`src/rtl/dom_session_ctrl.sv`:
```
// rtl/dom_session_ctrl.sv - session sequencer for the DOM-protected ASCON datapath
module dom_session_ctrl #(
    parameter int WARMUP_CYCLES  = 18,
    parameter int TIMEOUT_CYCLES = 4096
) (
    input  logic        clk,
    input  logic        nRST,
    input  logic        req,
    input  logic        abort,
    input  logic [1:0]  mode_in,
    input  logic [79:0] iv_base,
    input  logic        tv,
    output logic        dom_start,
    output logic        dom_en,
    output logic        asc_start,
    output logic [1:0]  asc_mode,
    output logic [79:0] iv_mask_0,
    output logic [79:0] iv_mask_1,
    output logic [79:0] iv_mask_2,
    output logic [79:0] iv_mask_3,
    output logic [79:0] iv_mask_4,
    output logic        busy,
    output logic        done,
    output logic        err,
    output logic [12:0] sess_cnt
);

    typedef enum logic [2:0] {S_IDLE, S_SEED, S_WARM, S_RUN, S_DONE} state_t;

    localparam logic [7:0]  WARM_LAST  = 8'(WARMUP_CYCLES - 1);
    localparam logic [15:0] TO_LAST    = 16'(TIMEOUT_CYCLES - 1);
    localparam bit          TO_ENABLED = (TIMEOUT_CYCLES != 0);

    state_t      state_q, state_d;
    logic [7:0]  warm_cnt_q, warm_cnt_d;
    logic [15:0] to_cnt_q, to_cnt_d;
    logic [1:0]  mode_q, mode_d;
    logic [79:0] iv_q [5];
    logic [79:0] iv_d [5];
    logic [12:0] sess_cnt_q, sess_cnt_d;
    logic        err_q, err_d;
    logic        dom_start_q, dom_start_d;
    logic        dom_en_q, dom_en_d;
    logic        asc_start_q, asc_start_d;
    logic        busy_q, busy_d;
    logic        done_q, done_d;

    always_comb begin
        state_d    = state_q;
        warm_cnt_d = warm_cnt_q;
        to_cnt_d   = to_cnt_q;
        mode_d     = mode_q;
        iv_d       = iv_q;
        sess_cnt_d = sess_cnt_q;
        err_d      = err_q;

        case (state_q)
            S_IDLE: begin
                if (req) begin
                    state_d = S_SEED;
                    mode_d  = mode_in;
                    err_d   = 1'b0;
                    // Lane index and session number make each lane's IV unique per session.
                    for (int k = 0; k < 5; k++) begin
                        iv_d[k] = iv_base ^ {64'b0, sess_cnt_q, 3'(k)};
                    end
                end
            end
            S_SEED: begin
                state_d    = S_WARM;
                warm_cnt_d = 8'd0;
            end
            S_WARM: begin
                if (warm_cnt_q == WARM_LAST) begin
                    state_d  = S_RUN;
                    to_cnt_d = 16'd0;
                end else begin
                    warm_cnt_d = warm_cnt_q + 8'd1;
                end
            end
            S_RUN: begin
                if (tv) begin
                    state_d    = S_DONE;
                    sess_cnt_d = sess_cnt_q + 13'd1;
                end else if (TO_ENABLED && (to_cnt_q == TO_LAST)) begin
                    state_d = S_IDLE;
                    err_d   = 1'b1;
                end else begin
                    to_cnt_d = to_cnt_q + 16'd1;
                end
            end
            S_DONE: begin
                state_d = S_IDLE;
            end
            default: begin
                state_d = S_IDLE;
            end
        endcase

        // Abort discards everything the current cycle would have latched, including a request in IDLE.
        if (abort) begin
            state_d    = S_IDLE;
            err_d      = 1'b0;
            mode_d     = mode_q;
            iv_d       = iv_q;
            sess_cnt_d = sess_cnt_q;
        end

        dom_start_d = (state_d == S_SEED);
        dom_en_d    = (state_d == S_WARM) || (state_d == S_RUN);
        asc_start_d = (state_d == S_RUN) && (state_q != S_RUN);
        busy_d      = (state_d != S_IDLE);
        done_d      = (state_d == S_DONE);
    end

    always_ff @(posedge clk or negedge nRST) begin
        if (!nRST) begin
            state_q     <= S_IDLE;
            warm_cnt_q  <= 8'd0;
            to_cnt_q    <= 16'd0;
            mode_q      <= 2'd0;
            for (int k = 0; k < 5; k++) begin
                iv_q[k] <= 80'd0;
            end
            sess_cnt_q  <= 13'd0;
            err_q       <= 1'b0;
            dom_start_q <= 1'b0;
            dom_en_q    <= 1'b0;
            asc_start_q <= 1'b0;
            busy_q      <= 1'b0;
            done_q      <= 1'b0;
        end else begin
            state_q     <= state_d;
            warm_cnt_q  <= warm_cnt_d;
            to_cnt_q    <= to_cnt_d;
            mode_q      <= mode_d;
            iv_q        <= iv_d;
            sess_cnt_q  <= sess_cnt_d;
            err_q       <= err_d;
            dom_start_q <= dom_start_d;
            dom_en_q    <= dom_en_d;
            asc_start_q <= asc_start_d;
            busy_q      <= busy_d;
            done_q      <= done_d;
        end
    end

    assign dom_start = dom_start_q;
    assign dom_en    = dom_en_q;
    assign asc_start = asc_start_q;
    assign asc_mode  = mode_q;
    assign iv_mask_0 = iv_q[0];
    assign iv_mask_1 = iv_q[1];
    assign iv_mask_2 = iv_q[2];
    assign iv_mask_3 = iv_q[3];
    assign iv_mask_4 = iv_q[4];
    assign busy      = busy_q;
    assign done      = done_q;
    assign err       = err_q;
    assign sess_cnt  = sess_cnt_q;

endmodule

```
`config.mk`:
```
export PLATFORM = sky130hd
export DESIGN_NAME = dom_session_ctrl
export DESIGN_NICKNAME = d
export VERILOG_FILES = /design/src/rtl/dom_session_ctrl.sv
export SDC_FILE = /design/constraint.sdc
export NUM_CORES = 1
export LEC_CHECK = 0
export CORE_AREA = 2 2 195 197
export CTS_CLUSTER_DIAMETER = 200
export CTS_CLUSTER_SIZE = 25
export DETAILED_ROUTE_END_ITERATION = 8
export DIE_AREA = 0 0 197 199
export HOLD_SLACK_MARGIN = 0.03
export PLACE_DENSITY = 0.52
export SETUP_SLACK_MARGIN = 0.05
export SLEW_MARGIN = 0
export SYNTH_ARGS = -nofsm -noshare
export SYNTH_HDL_FRONTEND = slang
export SYNTH_SLANG_ARGS = --single-unit
```
`constraint.sdc`:
```
create_clock -name clk -period 2.67 [get_ports clk]
set_input_delay 0.534 -clock clk [delete_from_list [all_inputs] [get_ports clk]]
set_output_delay 0.534 -clock clk [all_outputs]
set_load 0.05 [all_outputs]
```
==> metrics, run 1 <==
max-slew violations 0; register area share after synthesis 0.410; max layer used met4; H-tree Lvls 4; Final nets 1043; remaining antenna violation count after routing 0; Max Cap Violations 0; DRC viols 0; routed wl met2 11.6 mm; Pwr Total 16500 µW; Reg-to-Reg End iv_mask_0[40]; Root Buffer clkbuf_16; Seq cells post-synth 131; Critical Path RT 2970 ps; WL/cell 15.9 µm; crit share post-route 0.951; CTS clk-pin slew, worst paths 60 ps; antenna violations before repair 0; die area 0.0392 mm²; Slew @ Worst Pin 614 ps; routed wire length 22.9 mm; Setup CP Type reg -> reg; peak supply drop 0.664 mV; Async S/R FF share, synth 1.00; n_diodes 0; Final setup viols 0; pin count of the biggest net entering global routing 50; synthesized instance count 726; hold_buf cts 0; Starting Density 0.215; Layout area overhead 51.4%; # port buffers 507; DR iter-0 viols 156; # fillers 3776; Critical Path Fanout Max 22; TritonCTS Sinks 131; DR pass1 iterations 4; routed wl met3 1.46 mm; post-synthesis average cell area 11.0 µm²; Mapped Nets 817; r2r worst-path depth 8; Avg Vias per Cell 3.74; post-synth cell types 38; Sum Neg Setup Slack 0 ps; gp weighted congestion 0.745; Crit. End Element register; RSZ-0062 raised after global routing false; Leak Pwr 0.00508 µW; number of global-route vias before repair 5147; clk_skew 9.50 ps; f_max 0.394 GHz; layout cells sized above 1 0.160; CTS Buf Count 17; Worst Path Arrival 2840 ps; TritonCTS clock tree done; row count 71; Detail Placement HPWL 17.5 mm; R2R setup slack 130 ps; Syn Std Cell Area 0.00800 mm²; EDFF count, synth 0; final hold vios 0; GRT Total Usage 0.111; prevailing post-synth register cell dfrtp_1; M1 wire length 9.66 mm; Congestion Overflow GR 0; first-pass GRT wire length 32.5 mm; width of the die 197 µm; Max clock buf depth 2; io pins 508; cell area power density 1370 mW/mm²; vias 5385; critical path startpoint category register; Fin Hold WS 51.7 ps; status complete, no violations; Vert. Die Dim 199 µm; CORE AREA 0.0371 mm²; worst-skew pair later-pin latency 430 ps; worst min-delay path class in -> async; worst r2r src to_cnt_q[12]; crit path time final 2540 ps; Synth Warn # 0; slew margin rel. 0.589
==> worst max-delay path, cell delays in order, from the launching register on <==
cell and delay, ps:
dfrtp_1 400, or4_4 570, nor4_4 260, a41o_1 280, o211ai_4 110, buf_6 140
buf_12 150, buf_4 180, mux2_4 290
==> power by group <==
group	switching, µW	internal [µW]
logic	7530	3510
registers	742	2410
clock network	922	1420
total	9200	7350
==> logic make-up (layout without fill, tap and decap cells) <==
| logic type | count (synthesis) | count (layout) | share of synthesized area |
|---|---|---|---|
| compound gates | 15 | 15 | 0.0127 |
| fa+ha+maj | 4 | 4 | 0.00626 |
| mux | 89 | 89 | 0.141 |
| flops | 131 | 131 | 0.410 |
| xor+xnor | 44 | 44 | 0.0482 |
| buf+inv | 344 | 583 | 0.315 |
| simple gates | 99 | 99 | 0.0669 |
==> layout by cell type, fill, tap and decap left out, types with 10 or more instances in the layout <==
cell type	n
clkdlybuf4s50_1	506
dfrtp_1	131
mux2_2	48
mux2_4	36
nor2_1	27
buf_4	25
xnor2_1	22
xor2_1	22
clkbuf_16	17
nand2_1	15
inv_1	12
nor3_1	10
==> repair_timing <==
item                                    in CTS  in global routing
pin swaps                                    3                  1
endpoints found under the setup margin      26                 37
gates cloned                                 1                  0
buffers inserted                             2                  2
gates resized for setup                      0                  3
==> synthesized netlist by cell type (6+ instances only) <==
| master | n | area share |
|---|---|---|
| nand3_1 | 8 | 0.0050 |
| clkbuf_1 | 6 | 0.0028 |
| mux2_4 | 36 | 0.068 |
| buf_4 | 318 | 0.30 |
| nand2_1 | 15 | 0.0070 |
| nor3_1 | 10 | 0.0063 |
| xor2_1 | 22 | 0.024 |
| nand4_1 | 8 | 0.0063 |
| mux2_2 | 48 | 0.068 |
| dfrtp_1 | 131 | 0.41 |
| nor2_1 | 28 | 0.013 |
| inv_1 | 12 | 0.0056 |
| xnor2_1 | 22 | 0.024 |
==> area by class of cell <==
type | instances | area, µm² | share of cell area
Sequential cell | 131 | 3280 | 0.271
Timing Repair Buffer | 539 | 5400 | 0.446
Tap cell | 474 | 593 | 0.0489
Clock buffer | 20 | 457 | 0.0377
Multi-Input combinational cell | 251 | 2210 | 0.183
Inverter | 12 | 45.0 | 0.00372
Clock inverter | 12 | 131 | 0.0108
==> worst max-delay path by stage <==
stage,start,endpoint,slack [ps],cells after the start
finish,to_cnt_q[12],iv_mask_0[40],130,8
global route,to_cnt_q[12],iv_mask_0[45],40,8
CTS,to_cnt_q[12],iv_mask_0[40],90,8
detailed placement,to_cnt_q[12],iv_mask_0[60],60,6
global placement,to_cnt_q[12],iv_mask_0[62],70,6
floorplan,to_cnt_q[12],iv_mask_0[10],230,7
==> state kept, by name, indices dropped and copies added, names as in the netlist, 2 cells and up <==
name,cells
state_q,3
sess_cnt,13
iv_mask_0,80
warm_cnt_q,8
to_cnt_q,16
asc_mode,2
==> layer usage <==
metal,up-vias,global-route usage
met5,-,0
met4,0,0.0284
li1,2509,-
met3,8,0.0351
met1,2647,0.139
met2,221,0.186
==> stage by stage <==
stage / cells / setup slack (ps) / cell area, µm² / utilization
6_report: 1439 / 131 / 12100 / 0.326
5_1_grt: 1439 / 44.0 / 12100 / 0.326
4_1_cts: 1437 / 92.0 / 12100 / 0.326
3_5_place_dp: 1402 / 56.3 / 11400 / 0.308
3_3_place_gp: 1402 / 65.2 / 11400 / 0.308
2_1_floorplan: 726 / 230 / 8000 / -
Note: power is estimated with default switching activity, not from simulation.
==> run 2, diff against run 1 <==
Settings changed: RECOVER_POWER set to 100.
==> metrics, run 2 (synthesis results as in run 1) <==
routed wire length 22.8 mm (-0.28%); Critical Path Fanout Max 22 (unchanged); Final Cell Area 0.0119 mm² (-1.4%); die area 0.0392 mm² (unchanged); # fillers 3816 (+1.1%); max-slew violations 0 (unchanged); n_diodes 0 (unchanged); Worst Path Arrival 2820 ps (-20 ps); TritonCTS clock tree done; Layout area overhead 49.3%; H-tree Lvls 4 (unchanged); f_max 0.397 GHz (+0.81%); busiest layer in global routing met2; max reg flops 80 (unchanged); gp weighted congestion 0.745 (unchanged); Final setup viols 0 (unchanged); GR met1 Demand/Resource 0.139 (unchanged); routing usage on met3 0.0351 (unchanged); Slew @ Worst Pin 1340 ps (+728 ps); width of the die 197 µm (unchanged); hold_buf cts 0 (unchanged); Root Buffer clkbuf_16; Vert. Die Dim 199 µm (unchanged); DR pass1 iterations 4 (unchanged); Setup CP Type reg -> reg; Critical Path RT 2970 ps (about the same); slew margin rel. 0.105 (-0.484); GRT Total Usage 0.111 (unchanged); Leak Pwr 0.00510 µW (+0.45%); status complete, no violations; Congestion Overflow GR 0 (unchanged); worst-skew pair later-pin latency 430 ps (about the same); Post-DP Area 0.0114 mm² (unchanged); Sum Neg Setup Slack 0 ps (unchanged); Non-Filler Instances 1439 (unchanged); global routing usage on met2 0.186 (unchanged); # port buffers 507 (unchanged); worst min-delay path class in -> async; CTS Buf Count 17 (unchanged); Crit. End Element register; cell area power density 1310 mW/mm² (-3.7%); first-pass GRT wire length 32.5 mm (unchanged); peak supply drop 0.624 mV (-6.1%); placed cells 1402 (unchanged); Max clock buf depth 2 (unchanged); DR iter-0 viols 136 (-13%); Starting Density 0.215 (unchanged); antenna violations before repair 0 (unchanged); io pins 508 (unchanged); critical path startpoint category register; row count 71 (unchanged); remaining antenna violation count after routing 0 (unchanged); crit share post-route 0.943 (-0.00761); r2r worst-path depth 8 (unchanged); most common cell after layout, fill and taps aside dlygate4sd3_1; WL/cell 15.9 µm (-0.28%); Detail Placement HPWL 17.5 mm (unchanged); final hold vios 0 (unchanged); CORE AREA 0.0371 mm² (unchanged); layout cells sized above 1 0.121 (-0.0383); Avg Vias per Cell 3.74 (about the same); pin count of the biggest net entering global routing 50 (unchanged); RSZ-0062 raised after global routing false; Max Cap Violations 0 (unchanged); Fin Hold WS 408 ps (+357 ps); number of global-route vias before repair 5147 (unchanged); fin util 0.322 (-0.00472); DRC viols 0 (unchanged); crit path time final 2520 ps (-20.3 ps); vias 5387 (+0.037%); clk_skew 8.77 ps (-0.729 ps); Final nets 1043 (unchanged); CTS clk-pin slew, worst paths 60 ps (about the same); TritonCTS Sinks 131 (unchanged); most frequent cells in the layout dlygate4sd3_1, dfrtp_1, clkdlybuf4s50_1, mux2_2, nor2_1
-- run 2: changes by cell type in the layout (fill, tap and decap cells not counted), sizes merged --
cell	change
clkdlybuf4s50	-422
buf	-16
dlygate4sd3	+422
clkbuf	+16
-- run 2: worst paths after layout --
kind,start,slack (ps),endpoint
setup / recovery,to_cnt_q[12],150,iv_mask_0[8]
hold / removal,nRST,410,iv_mask_0[10]
setup reg to reg,to_cnt_q[12],150,iv_mask_0[8]
hold reg to reg,asc_mode[0],500,asc_mode[0]
max in group asynchronous,nRST,490,iv_mask_0[40]
min in group clk,asc_mode[0],500,asc_mode[0]
-- run 2: worst max-delay path, stage by stage, from the launching register on --
cell,delay (ps)
dfrtp_1,400
or4_4,570
nor4_4,230
nor2_1,140
o211ai_4,220
buf_6,140
buf_12,160
clkbuf_2,180
mux2_1,320
-- run 2: what timing repair did --
action | in CTS | in global routing
setup endpoints to repair | 26 | 37
gates resized for setup | 0 | 3
cloned | 1 | 0
setup buffers | 2 | 2
pin swaps | 3 | 1
-- run 2: layout make-up --
cell class	count	area, µm²	area share
timing repair buffer	539	5320	0.446
inverter	12	45.0	0.00377
sequential	131	3280	0.274
tap	474	593	0.0497
multi-input combinational	251	2110	0.177
clock buffer	20	457	0.0382
clock inverter	12	131	0.0110
-- run 2: layer usage --
layer | up-vias | share of wire
li1 | 2516 | -
met1 | 2650 | 0.42
met2 | 213 | 0.51
met3 | 8 | 0.061
met4 | 0 | 0.0074
met5 | - | 0
-- run 2: where the power goes --
part / internal (µW) / leakage (µW) / switching [µW] / total [µW]
clock: 1420 / 0.000278 / 922 / 2340
sequential: 2420 / 0.00162 / 651 / 3070
combinational: 2760 / 0.00321 / 7530 / 10300
total: 6590 / 0.00510 / 9100 / 15700
-- run 2: metrics by stage --
step	power (µW)	setup WS (ps)
2_1_floorplan	12200	230
3_3_place_gp	14300	65.2
3_5_place_dp	14300	56.3
4_1_cts	16700	92.0
5_1_grt	16300	31.4
6_report	15700	152
==> run 3, diff against run 2 <==
Settings changed: CTS_CLUSTER_DIAMETER 200 to unset.
==> results of run 3 <==
Same layout as run 2: the final DEF is identical, and so are final timing and power.
